$ cat src/rtl/expr_sig_pkg.sv
// Shared types and defaults for the expression-result signature stage.
// fold() is the reference chunk-XOR used wherever a software view of the fold is needed.
package expr_sig_pkg;

    localparam int unsigned DEF_Y_W   = 90;
    localparam int unsigned DEF_SIG_W = 32;
    localparam int unsigned DEF_CNT_W = 16;
    localparam logic [DEF_SIG_W-1:0] DEF_POLY = 32'h04C11DB7;
    localparam logic [DEF_SIG_W-1:0] DEF_SEED = 32'hFFFFFFFF;

    localparam int unsigned DEF_CHUNKS = (DEF_Y_W + DEF_SIG_W - 1) / DEF_SIG_W;
    localparam int unsigned DEF_PAD_W  = DEF_CHUNKS * DEF_SIG_W;

    typedef enum logic [1:0] {
        IDLE = 2'd0,
        RUN  = 2'd1,
        DONE = 2'd2
    } state_t;

    // XOR of SIG_W-bit chunks of y, top chunk zero-padded.
    function automatic logic [DEF_SIG_W-1:0] fold(input logic [DEF_Y_W-1:0] y);
        logic [DEF_PAD_W-1:0] pad;
        logic [DEF_SIG_W-1:0] acc;
        pad = DEF_PAD_W'(y);
        acc = '0;
        for (int k = 0; k < int'(DEF_CHUNKS); k++) begin
            acc = acc ^ pad[k*DEF_SIG_W +: DEF_SIG_W];
        end
        return acc;
    endfunction

endpackage

$ cat src/rtl/expr_sig_fold.sv
// Purely combinational Y_W -> SIG_W XOR fold of the incoming result word.
module expr_sig_fold #(
    parameter int unsigned Y_W   = 90,
    parameter int unsigned SIG_W = 32
) (
    input  logic [Y_W-1:0]   i_y,
    output logic [SIG_W-1:0] o_fold
);

    localparam int unsigned CHUNKS = (Y_W + SIG_W - 1) / SIG_W;
    localparam int unsigned PAD_W  = CHUNKS * SIG_W;

    logic [PAD_W-1:0] w_pad;

    assign w_pad = PAD_W'(i_y);

    always_comb begin
        o_fold = '0;
        for (int k = 0; k < int'(CHUNKS); k++) begin
            o_fold = o_fold ^ w_pad[k*SIG_W +: SIG_W];
        end
    end

endmodule

$ cat src/rtl/expr_result_signature.sv
// Capture stage: compresses accepted y samples into a MISR signature and
// presents it on a ready/valid port once the programmed sample count is reached.
module expr_result_signature
    import expr_sig_pkg::*;
#(
    parameter int unsigned      Y_W   = DEF_Y_W,
    parameter int unsigned      SIG_W = DEF_SIG_W,
    parameter logic [SIG_W-1:0] POLY  = DEF_POLY,
    parameter logic [SIG_W-1:0] SEED  = DEF_SEED,
    parameter int unsigned      CNT_W = DEF_CNT_W
) (
    input  logic             clk,
    input  logic             rst,
    input  logic             start,
    input  logic [CNT_W-1:0] num_samples,
    input  logic             in_valid,
    output logic             in_ready,
    input  logic [Y_W-1:0]   y,
    output logic             sig_valid,
    input  logic             sig_ready,
    output logic [SIG_W-1:0] sig,
    output logic [CNT_W-1:0] sample_cnt,
    output logic             busy
);

    state_t           r_state;
    logic [SIG_W-1:0] r_sig;
    logic [CNT_W-1:0] r_cnt;
    logic [CNT_W-1:0] r_num;
    logic             r_sig_valid;
    logic             r_busy;

    logic [SIG_W-1:0] w_fold;
    logic [SIG_W-1:0] w_sig_next;
    logic             w_last;

    expr_sig_fold #(
        .Y_W   (Y_W),
        .SIG_W (SIG_W)
    ) u_fold (
        .i_y    (y),
        .o_fold (w_fold)
    );

    // One MISR step: shift left, feed back POLY when the MSB falls out, inject the folded sample.
    assign w_sig_next = {r_sig[SIG_W-2:0], 1'b0}
                      ^ (r_sig[SIG_W-1] ? POLY : {SIG_W{1'b0}})
                      ^ w_fold;

    assign w_last   = (r_cnt == (r_num - CNT_W'(1)));
    assign in_ready = (r_state == RUN);

    always_ff @(posedge clk or posedge rst) begin
        if (rst) begin
            r_state     <= IDLE;
            r_sig       <= SEED;
            r_cnt       <= '0;
            r_num       <= '0;
            r_sig_valid <= 1'b0;
            r_busy      <= 1'b0;
        end else begin
            case (r_state)
                IDLE: begin
                    if (start) begin
                        r_sig  <= SEED;
                        r_cnt  <= '0;
                        r_num  <= num_samples;
                        r_busy <= 1'b1;
                        if (num_samples == '0) begin
                            r_state     <= DONE;
                            r_sig_valid <= 1'b1;
                        end else begin
                            r_state <= RUN;
                        end
                    end
                end
                RUN: begin
                    if (in_valid) begin
                        r_sig <= w_sig_next;
                        r_cnt <= r_cnt + CNT_W'(1);
                        if (w_last) begin
                            r_state     <= DONE;
                            r_sig_valid <= 1'b1;
                        end
                    end
                end
                DONE: begin
                    // start is deliberately ignored here, even on the handshake cycle.
                    if (sig_ready) begin
                        r_state     <= IDLE;
                        r_sig_valid <= 1'b0;
                        r_busy      <= 1'b0;
                    end
                end
                default: begin
                    r_state     <= IDLE;
                    r_sig_valid <= 1'b0;
                    r_busy      <= 1'b0;
                end
            endcase
        end
    end

    assign sig        = r_sig;
    assign sample_cnt = r_cnt;
    assign sig_valid  = r_sig_valid;
    assign busy       = r_busy;

endmodule
$ cat config.mk
export PLATFORM = sky130hd
export DESIGN_NAME = expr_result_signature
export DESIGN_NICKNAME = d
export VERILOG_FILES = /design/src/rtl/expr_sig_pkg.sv /design/src/rtl/expr_sig_fold.sv /design/src/rtl/expr_result_signature.sv
export SDC_FILE = /design/constraint.sdc
export NUM_CORES = 1
export LEC_CHECK = 0
export BUFFER_PORTS_ARGS = -buffer_cell sky130_fd_sc_hd__buf_4
export CAP_MARGIN = 5
export CORE_ASPECT_RATIO = 0.8
export CORE_MARGIN = 2
export CORE_UTILIZATION = 25
export DETAILED_ROUTE_END_ITERATION = 10
export GPL_ROUTABILITY_DRIVEN = 0
export HOLD_SLACK_MARGIN = 0.12
export SKIP_CTS_REPAIR_TIMING = 1
export SLEW_MARGIN = 20
export SYNTH_ARGS = -nofsm -noshare
export SYNTH_HDL_FRONTEND = slang
export SYNTH_SLANG_ARGS = --single-unit
$ cat constraint.sdc
create_clock -name clk -period 8.2 [get_ports clk]
set_input_delay 0 -clock clk [delete_from_list [all_inputs] [get_ports clk]]
set_output_delay 0 -clock clk [all_outputs]
set_load 0.05 [all_outputs]
### Yosys cells after proc, flatten, opt, wreduce, memory -nomap -nowiden

Cells that the tools add are included.

| word-level totals | value |
|---|---|
| bits in registers | 68 |
| bits of input ports | 111 |
| output and inout port bits | 51 |
| logic and storage cells | 50 |

| cells by class | value |
|---|---|
| $add $sub $neg | 2 |
| equality and inequality tests | 8 |
| muxes and demuxes | 21 |
| bitwise gates (word level) | 5 |
| reductions and logical operators | 8 |

Operators with widths:

| operator | count |
|---|---|
| $mux W32 | 2 |
| $pmux W32 S2 | 1 |
| $xor A32 B32 Y32 | 2 |
| $mux W16 | 2 |
| $pmux W16 S2 | 1 |
| $xor A32 B26 Y32 | 1 |
| $xor A32 B27 Y32 | 1 |
| $mux W27 | 1 |
| $add A16 B1 Y16 const B | 1 |
| $eq A16 B16 Y1 | 1 |
| $logic_not A16 Y1 | 1 |
| $sub A16 B1 Y16 const B | 1 |
| $mux W2 | 5 |
| $ne A2 B2 Y1 const B | 4 |
| $mux W1 | 6 |
| $pmux W1 S3 | 2 |
| $pmux W2 S3 | 1 |
| $reduce_and A3 Y1 | 2 |
| $reduce_and A5 Y1 | 1 |
| $reduce_and A4 Y1 | 1 |
| $eq A2 B1 Y1 const B | 1 |
| $eq A2 B2 Y1 const B | 1 |
| $logic_not A2 Y1 | 1 |
| $ne A2 B1 Y1 const B | 1 |
| 3 further kinds | 3 |

### Logic depth before layout (Yosys ltp)

Gate-level depths: netlist of the first run.

| logic depth | value |
|---|---|
| depth after elaboration | 5 |
| gate-level depth with buffers | 9 |
| mapped depth without buffers | 8 |

### Hierarchy

Synthesis of the first run repeated with hierarchy kept, for this count alone.

| unflattened totals | value |
|---|---|
| cells, all modules | 393 |
| area, all modules | 4300.4 µm² |

By module, submodules not included:

| module | instances | cells each | area an instance (µm²) | sequential area each (µm²) |
|---|---|---|---|---|
| expr_result_signature | 1 | 361 | 3629.7 | 1741.7 |
| expr_sig_fold | 1 | 32 | 670.6 | 0.0 |

### Worst setup path after synthesis of the first run

No wires, ideal clock.

| timing | value |
|---|---|
| kind | register -> register |
| from | register r_num[0] |
| to | register r_sig_valid, in the netlist sig_valid |
| setup time | 0.104 ns |
| arrival | 2.813 ns |
| required time | 8.096 ns |
| setup slack | 5.283 ns |
| stages on the path, launching flop included | 9 |
| buffers on the path | 0 |
| clock period less this slack | 2.917 ns |
| cell sequence | dfrtp_1 > inv_1 > ha_1 > or4b_4 > o22ai_1 > o2111ai_1 > or4_1 > or4_4 > o311ai_1 |

| between the ends | value |
|---|---|
| cells in the longest elaborated chain, start to end | 4 |

RTL lines:

| item | line | source |
|---|---|---|
| start, declared | expr_result_signature.sv:29 | `logic [CNT_W-1:0] r_num;` |
| start signal, assigned | expr_result_signature.sv:67 | `r_num <= num_samples;` |
| $sub A16 B1 Y16 | expr_result_signature.sv:50 | `assign w_last = (r_cnt == (r_num - CNT_W'(1)));` |
| $eq A16 B16 Y1 | expr_result_signature.sv:50 |  |
| $ne A2 B1 Y1 (no line) | -- |  |
| $reduce_and A5 Y1 (no line) | -- |  |
| end signal, assigned | expr_result_signature.sv:59 | `r_sig_valid <= 1'b0;` |
| end signal, assigned | expr_result_signature.sv:71 | `r_sig_valid <= 1'b1;` |
| end signal, assigned | expr_result_signature.sv:83 | `r_sig_valid <= 1'b1;` |
| end, declared | expr_result_signature.sv:30 | `logic r_sig_valid;` |

Every way passes these cells.
A chain may end at the register's enable or synchronous reset.

### Worst setup path after layout of the first run

Ends and elaborated chain as after synthesis.

==> results of run 1 <==
==> cells by family after synthesis <==
kind of cell,Yosys count
compound gates,72
simple gates,124
xor+xnor,136
flops,68
mux,14
fa+ha+maj,2
buf+inv,30
==> state kept, by name, indices dropped and copies added (netlist names) <==
register and cells:
r_state 2, r_num 16, sig 32, sig_valid 1, sample_cnt 16, busy 1
==> cell usage after synthesis (all sizes together), types with 2 or more instances <==
cell    count  share of area (%)
o21ai       8               0.93
o31a        2               0.41
and2        3               0.44
clkbuf     13                1.1
xnor2     104                 21
or3         2               0.29
xor2       32                6.5
nand4       7                1.0
buf         7               0.82
nor2b       2               0.29
o22ai       3               0.44
dfrtp      36                 21
or4         4               0.88
ha          2               0.58
nor2       56                4.9
inv        10               0.88
nor4       11                1.6
and3        2               0.29
dfstp      32                 20
nand3       7               0.82
a21oi      41                4.8
nand2b      2               0.29
a41oi       2               0.41
nand2      15                1.3
mux2       14                3.7
o21a        2               0.35
nor3        7               0.82
==> where the power goes <==
part	internal [uW]	switching [uW]	leakage, uW
Clock	238	143	0.000146
Sequential	487	132	0.000781
Combinational	456	563	0.00191
==> per-stage QoR <==
stage	power (uW)	cells	hold WS, ns
6_report	2020	897	0.0850
5_1_grt	2130	897	0.117
4_1_cts	1950	826	-0.126
3_5_place_dp	1550	810	0.226
3_3_place_gp	1550	810	0.232
2_1_floorplan	1280	446	0.117
==> layer usage <==
metal  GRT usage, %  up-vias  wire length [um]
met5              0        -                 0
met1           18.2     1935              5970
met4           3.48        0               118
met3           4.66        8               901
met2           20.2      104              6160
li1               -     1963                 -
==> path summary, 6_finish.rpt <==
kind                                 startpoint                         to  slack [ns]  depth (start not counted)
max                        r_num[0]$_DFFE_PP0P_      sig_valid$_DFFE_PP0P_        4.45                          9
min                                       y[46]        sig[14]$_DFFE_PP1P_        0.09                          4
max reg2reg                r_num[0]$_DFFE_PP0P_      sig_valid$_DFFE_PP0P_        4.45                          9
min reg2reg                  sig[5]$_DFFE_PP1P_         sig[5]$_DFFE_PP1P_        0.52                          2
max in group asynchronous                   rst  sample_cnt[7]$_DFFE_PP0P_        7.12                          4
min in group asynchronous                   rst           busy$_DFFE_PP0P_        0.52                          4
==> tightest hold or removal path, stage by stage <==
cell and delay, ns:
buf_4 0.08, xnor2_1 0.07, xnor2_1 0.18, a21oi_1 0.07
==> layout make-up <==
type	count	area (um^2)	area share, %
multi-input cells	348	2420	36.1
repair buffers	235	1940	28.9
flip-flops and latches	68	1740	25.9
clock buffers	15	288	4.29
well taps	220	275	4.10
inverters	10	37.5	0.559
clock inverters	1	5.00	0.0746
==> results.md, run 1 <==
- Unique masters post-synth: 50
- VDD IR max: approximately 0.2 mV
- Yosys reg bits: 68
- Clock sinks: 68
- Maxcap violations: 0
- Synth Area in Simple Gates: 14.2%
- Final setup violation count: 0
- RSZ-0062 raised after global routing: no
- Post-route worst setup slack: 4.45 ns
- CTS Buffer Depth: 2
- Initial antenna violation count: 0
- GRT Overall Usage: between 10% and 20%
- EDFF count, synth: 0
- Syn Std Cell Area: approximately 4300 um^2
- Most common flop cell mapped by yosys: dfrtp_1
- Num rows: 42
- Largest net degree at the start of global routing: between 60 and 70
- Final HPWL DP: 9170 um
- Setup TNS: 0 ns
- Fraction of layout cells with a size suffix above 1: between 30% and 40%
- Avg Cell Area, Syn: about 9.6 um^2
- Drt total wl: approximately 13000 um
- Crit path buf inv count: 2
- # IOs: 162
- Nets: a little under 800
- Htree depth: 3
- Slew of the pin with the lowest slew margin: 0.891 ns
- TritonCTS buffer count: 9
- PwrDens: around 300 nW/um^2
- Max Transition Viols Final: 0
- Root buf cell: clkbuf_16
- Worst-path cell chain: inv_1 -> ha_1 -> or4b_4 -> o22ai_1 -> o2111ai_1 -> or4_1 -> or4_4 -> o311ai_1 -> dlygate4sd3_1
- Crit path launch type: flip-flop
- Post-Syn Instances: between 400 and 500
- Area of placed instances: about 5700 um^2
- Vert. Die Dim: 121 um
- Vias in the first global route: about 3700
- Final instance area: 6710 um^2
- First-pass GRT wire length: approximately 19000 um
- Slowest stage delay, CP: slightly below 0.6 ns
- Min Tclk post-route: roughly 3.8 ns
- Yosys warns: 0
- Seq/Total Area, Yosys: between 40 and 50%
- HP Class: in -> reg
- Peak Freq: 0.266 GHz
- Mux share of post-synthesis cell area: between 3 and 4%
- Critical path type: reg -> reg
- TritonCTS clock tree: yes
- Die area: 18200 um^2
- Vias post-DR: around 4000
- Most common cell after layout, fill and taps aside: buf_4
- Core Util, Final: around two fifths
- Syn Nets: 559
- Core Area: approximately 17000 um^2
- Die width: 150 um
- Commonest non-fill, non-tap cells in the layout: buf_4, xnor2_1, dlygate4sd3_1
- Adder-cell share of the synthesized area: less than 1%
- N_diodes: 0
- Starting Density: between 20% and 30%
- Main combinational cell family by area after synthesis: XOR/XNOR gates
- Slew HR: around two fifths
- P&R area growth vs syn: 56.7%
- Max stage delay cell, worst path: or4_1
- Crit path DAT: between 4 and 5 ns
- Final ANT Viol Nets: 0
- Outcome: finished, final reports clean
- Worst skew pair latency: around 0.33 ns
- Number of remaining DRC errors: 0
- CP delay by family, top: simple AND/OR/NAND/NOR gates
- IO Port Bufs: between 150 and 200
- Leakage: roughly 0.0028 uW
- Asr flop ratio synth: 100%
- Worst Path Required: ~8.5 ns
- Routed WL per cell: 14.7 um
- Compound-Gate Fraction of Synth Area: just over 10%
- Pre-antenna DRT Iters: 4
- Fill count: approximately 1600
- Drt first-iter violations: about 250
- Crit path capture type: flip-flop
- Final Hold Vio Count: 0
- Remaining Overflow, GRT: 0
- Worst slack, placed: roughly 5.0 ns
- Crit-path max FO: 7
- Clock transition at path regs: 0.06 ns
- Vias per cell: 4.47
- Final Cycle Share: 45.8%
- Worst clock skew: approximately 0.007 ns
- Synth Area in XOR/XNOR: roughly 28%
No activity file was read; power rests on OpenSTA's default activity.
==> run 2, diff against run 1 <==
--- a/config.mk
+++ b/config.mk
@@ -5,6 +5,7 @@
 export SDC_FILE = /design/constraint.sdc
 export NUM_CORES = 1
 export LEC_CHECK = 0
+export ABC_AREA = 1
 export BUFFER_PORTS_ARGS = -buffer_cell sky130_fd_sc_hd__buf_4
 export CAP_MARGIN = 5
 export CORE_ASPECT_RATIO = 0.8
==> constraint.sdc (replaced) <==
create_clock -name clk -period 3.7 [get_ports clk]
set_input_delay 0 -clock clk [delete_from_list [all_inputs] [get_ports clk]]
set_output_delay 0 -clock clk [all_outputs]
set_load 0.05 [all_outputs]
==> results.md, run 2 <==
- Worst clock skew: roughly 0.009 ns
- Slowest stage delay, CP: 0.84 ns
- Syn Nets: ~700
- HP Class: in -> reg
- Sequential power share: a little under a third
- Clock transition at path regs: roughly 0.050 ns
- Maxcap violations: 0
- Final instance area: about 6900 um^2
- PwrDens: around 580 nW/um^2
- Highest metal used: met4
- Largest net degree at the start of global routing: 50
- FF+latch area: approximately 1700 um^2
- Starting Density: about a quarter
- Inst Count DP: 944
- Asr flop ratio synth: 100%
- Net Sw Frac: 41.0%
- Fill count: 1770
- Crit path DAT: around 2.7 ns
- Avg Cell Area, Syn: ~8 um^2
- Final Cycle Share: around two thirds
- Number of flip-flops in the largest register: 32
- Count leader, synth: nand2_1
- Comb pwr share: 46.0%
- Min Tclk post-route: roughly 2.4 ns
- Final HPWL DP: just over 10000 um
- Worst skew pair latency: between 0.3 and 0.4 ns
- Num rows: 43
- Non-filler instance count after layout: approximately 1000
- Crit path launch type: flip-flop
- Initial antenna violation count: 0
- Nets: between 900 and 1000
- Fraction of layout cells with a size suffix above 1: 28.6%
- Seq/Total Area, Yosys: just under 40%
- RSZ-0062 raised after global routing: no
- Crit path top cell by count: dlygate4sd3_1
- Crit-path max FO: 16
- Multi-input gate area: about 2400 um^2
- Die area: 18900 um^2
- Vert. Die Dim: 123 um
- Unique masters post-synth: 34
- Die width: roughly 150 um
- Pre-antenna DRT Iters: 4
- Peak Freq: 0.410 GHz
- Post-synth top cells: nand2_1, xnor2_1, nor2_1
- Drt total wl: 13600 um
- Met2 routed WL: roughly 6400 um
- Outcome: finished, final reports clean
- Worst-path cell chain: xnor2_1 -> nor2_1 -> dlygate4sd3_1 -> o22ai_1 -> dlygate4sd3_1 -> inv_1
- GRT Overall Usage: between 10% and 20%
- TritonCTS clock tree: yes
- Area of placed instances: 5880 um^2
- Vias per cell: ~4.3
- Internal: around 2400 uW
- TritonCTS buffer count: 9
- Drt first-iter violations: around 240
- Yosys reg bits: 68
- Slew HR: between 30% and 40%
- Area leader, netlist: dfrtp_1
- Leakage: around 0.0032 uW
- WL met3: ~620 um
- Yosys warns: 0
- P&R area growth vs syn: 54.7%
- Htree depth: 3
- N_diodes: 0
- Root buf cell: clkbuf_16
- Max Transition Viols Final: 0
- Routed WL per cell: 13.3 um
- # IOs: around 160
- Final Hold Vio Count: 0
- Slew of the pin with the lowest slew margin: a little under 1 ns
- Vias post-DR: roughly 4500
- Crit path capture type: flip-flop
- Final ANT Viol Nets: 0
- Final setup violation count: 0
- Max stage delay cell, worst path: dfstp_2
- Clock power share: 23.2%
- Synth area leaders: dfrtp_1, dfstp_2, xnor2_1, nand2_1, nor2_1
- WL met1: approximately 6400 um
- Post-Syn Instances: 570
- Top cell type's share of synthesized area: roughly a fifth
- CTS Buffer Depth: 2
- IO Port Bufs: ~160
- Core Area: between 15000 and 20000 um^2
- EDFF count, synth: 0
- Syn Std Cell Area: 4440 um^2
- Number of remaining DRC errors: 0
- Remaining Overflow, GRT: 0
- Setup TNS: 0 ns
- Most common flop cell mapped by yosys: dfrtp_1
- Critical path type: reg -> reg
- Vias in the first global route: between 3000 and 4000
- First-pass GRT wire length: approximately 21000 um
- Switch Pwr: roughly 1600 uW
- Commonest non-fill, non-tap cells in the layout: buf_4, nand2_1, xnor2_1
- Clock sinks: 68
- Worst Path Required: roughly 4.0 ns
- VDD IR max: 0.290 mV
- Most common cell after layout, fill and taps aside: buf_4
## run 2: cell types whose count changed in the layout (fill, tap and decap cells not counted), moves of 15 or more
| cell | before | now |
|---|---|---|
| o21ai_0 | 8 | 33 |
| a21oi_1 | 41 | 24 |
| nand2_1 | 15 | 129 |
| nor2_1 | 55 | 70 |
| xor2_1 | 32 | 16 |
| inv_1 | 9 | 52 |
| xnor2_1 | 104 | 81 |
## run 2: per-layer routing
metal / track usage (%) / vias to the layer above
li1: - / 2277
met1: 18.8 / 2071
met2: 22.4 / 96
met3: 3.26 / 19
met4: 4.34 / 0
met5: 0 / -
## run 2: cell type report
cell class	count	share of cell area [%]
timing repair buffer	229	27.4
clock buffer	12	4.04
tap	225	4.10
multi-input combinational	435	35.5
inverter	53	2.89
sequential	68	25.3
clock inverter	4	0.764
## run 2: path summary, 6_finish.rpt
path                       cells after the start                endpoint                    from  slack, ns
max                                            6      sig[0]$_DFFE_PP1P_     sig[31]$_DFFE_PP1P_       1.26
min                                            5     sig[30]$_DFFE_PP1P_                   y[30]       0.09
max reg2reg                                    6      sig[0]$_DFFE_PP1P_     sig[31]$_DFFE_PP1P_       1.26
min reg2reg                                    1  r_state[1]$_DFFE_PP0P_  r_state[0]$_DFFE_PP0P_       0.47
max in group asynchronous                      4      sig[1]$_DFFE_PP1P_                     rst       2.31
min in group asynchronous                      3  r_state[1]$_DFFE_PP0P_                     rst       0.45
## run 2: cells by family after synthesis
kind of cell | synth area share [%]
flip-flops | 39.2
buffers and inverters | 5.97
adder cells (fa/ha/maj) | 0.563
XOR/XNOR | 19.1
AO/OA/AOI/OAI | 11.4
AND/OR/NAND/NOR | 23.8
## run 2: worst max-delay path: cells and delay by family (launching register included)
family	cells	cell delay [ns]
buffers and inverters	3	1.15
DFF	1	0.84
xor gates and xnor gates	1	0.19
AOI/OAI and AO/OA	1	0.12
and+or+nand+nor	1	0.07
## run 2: power groups by stage
stage / Sequential, uW / Clock (uW) / Combinational [uW]
floorplan: 1780 / 0 / 595
CTS: 1240 / 953 / 1690
global placement: 1250 / 0 / 1680
detailed placement: 1260 / 0 / 1680
finish: 1240 / 932 / 1850
global route: 1270 / 981 / 1970
## run 2: metrics by stage
stage,total power (uW),hold slack (ns),setup slack [ns],utilization (%)
after global routing,4220,0.125,1.08,39.6
after detailed placement,2940,0.212,1.68,33.9
final,4020,0.0879,1.26,39.6
after CTS,3880,-0.139,1.66,35.8
after floorplan,2380,0.110,1.74,-
after global placement,2930,0.208,1.70,33.9
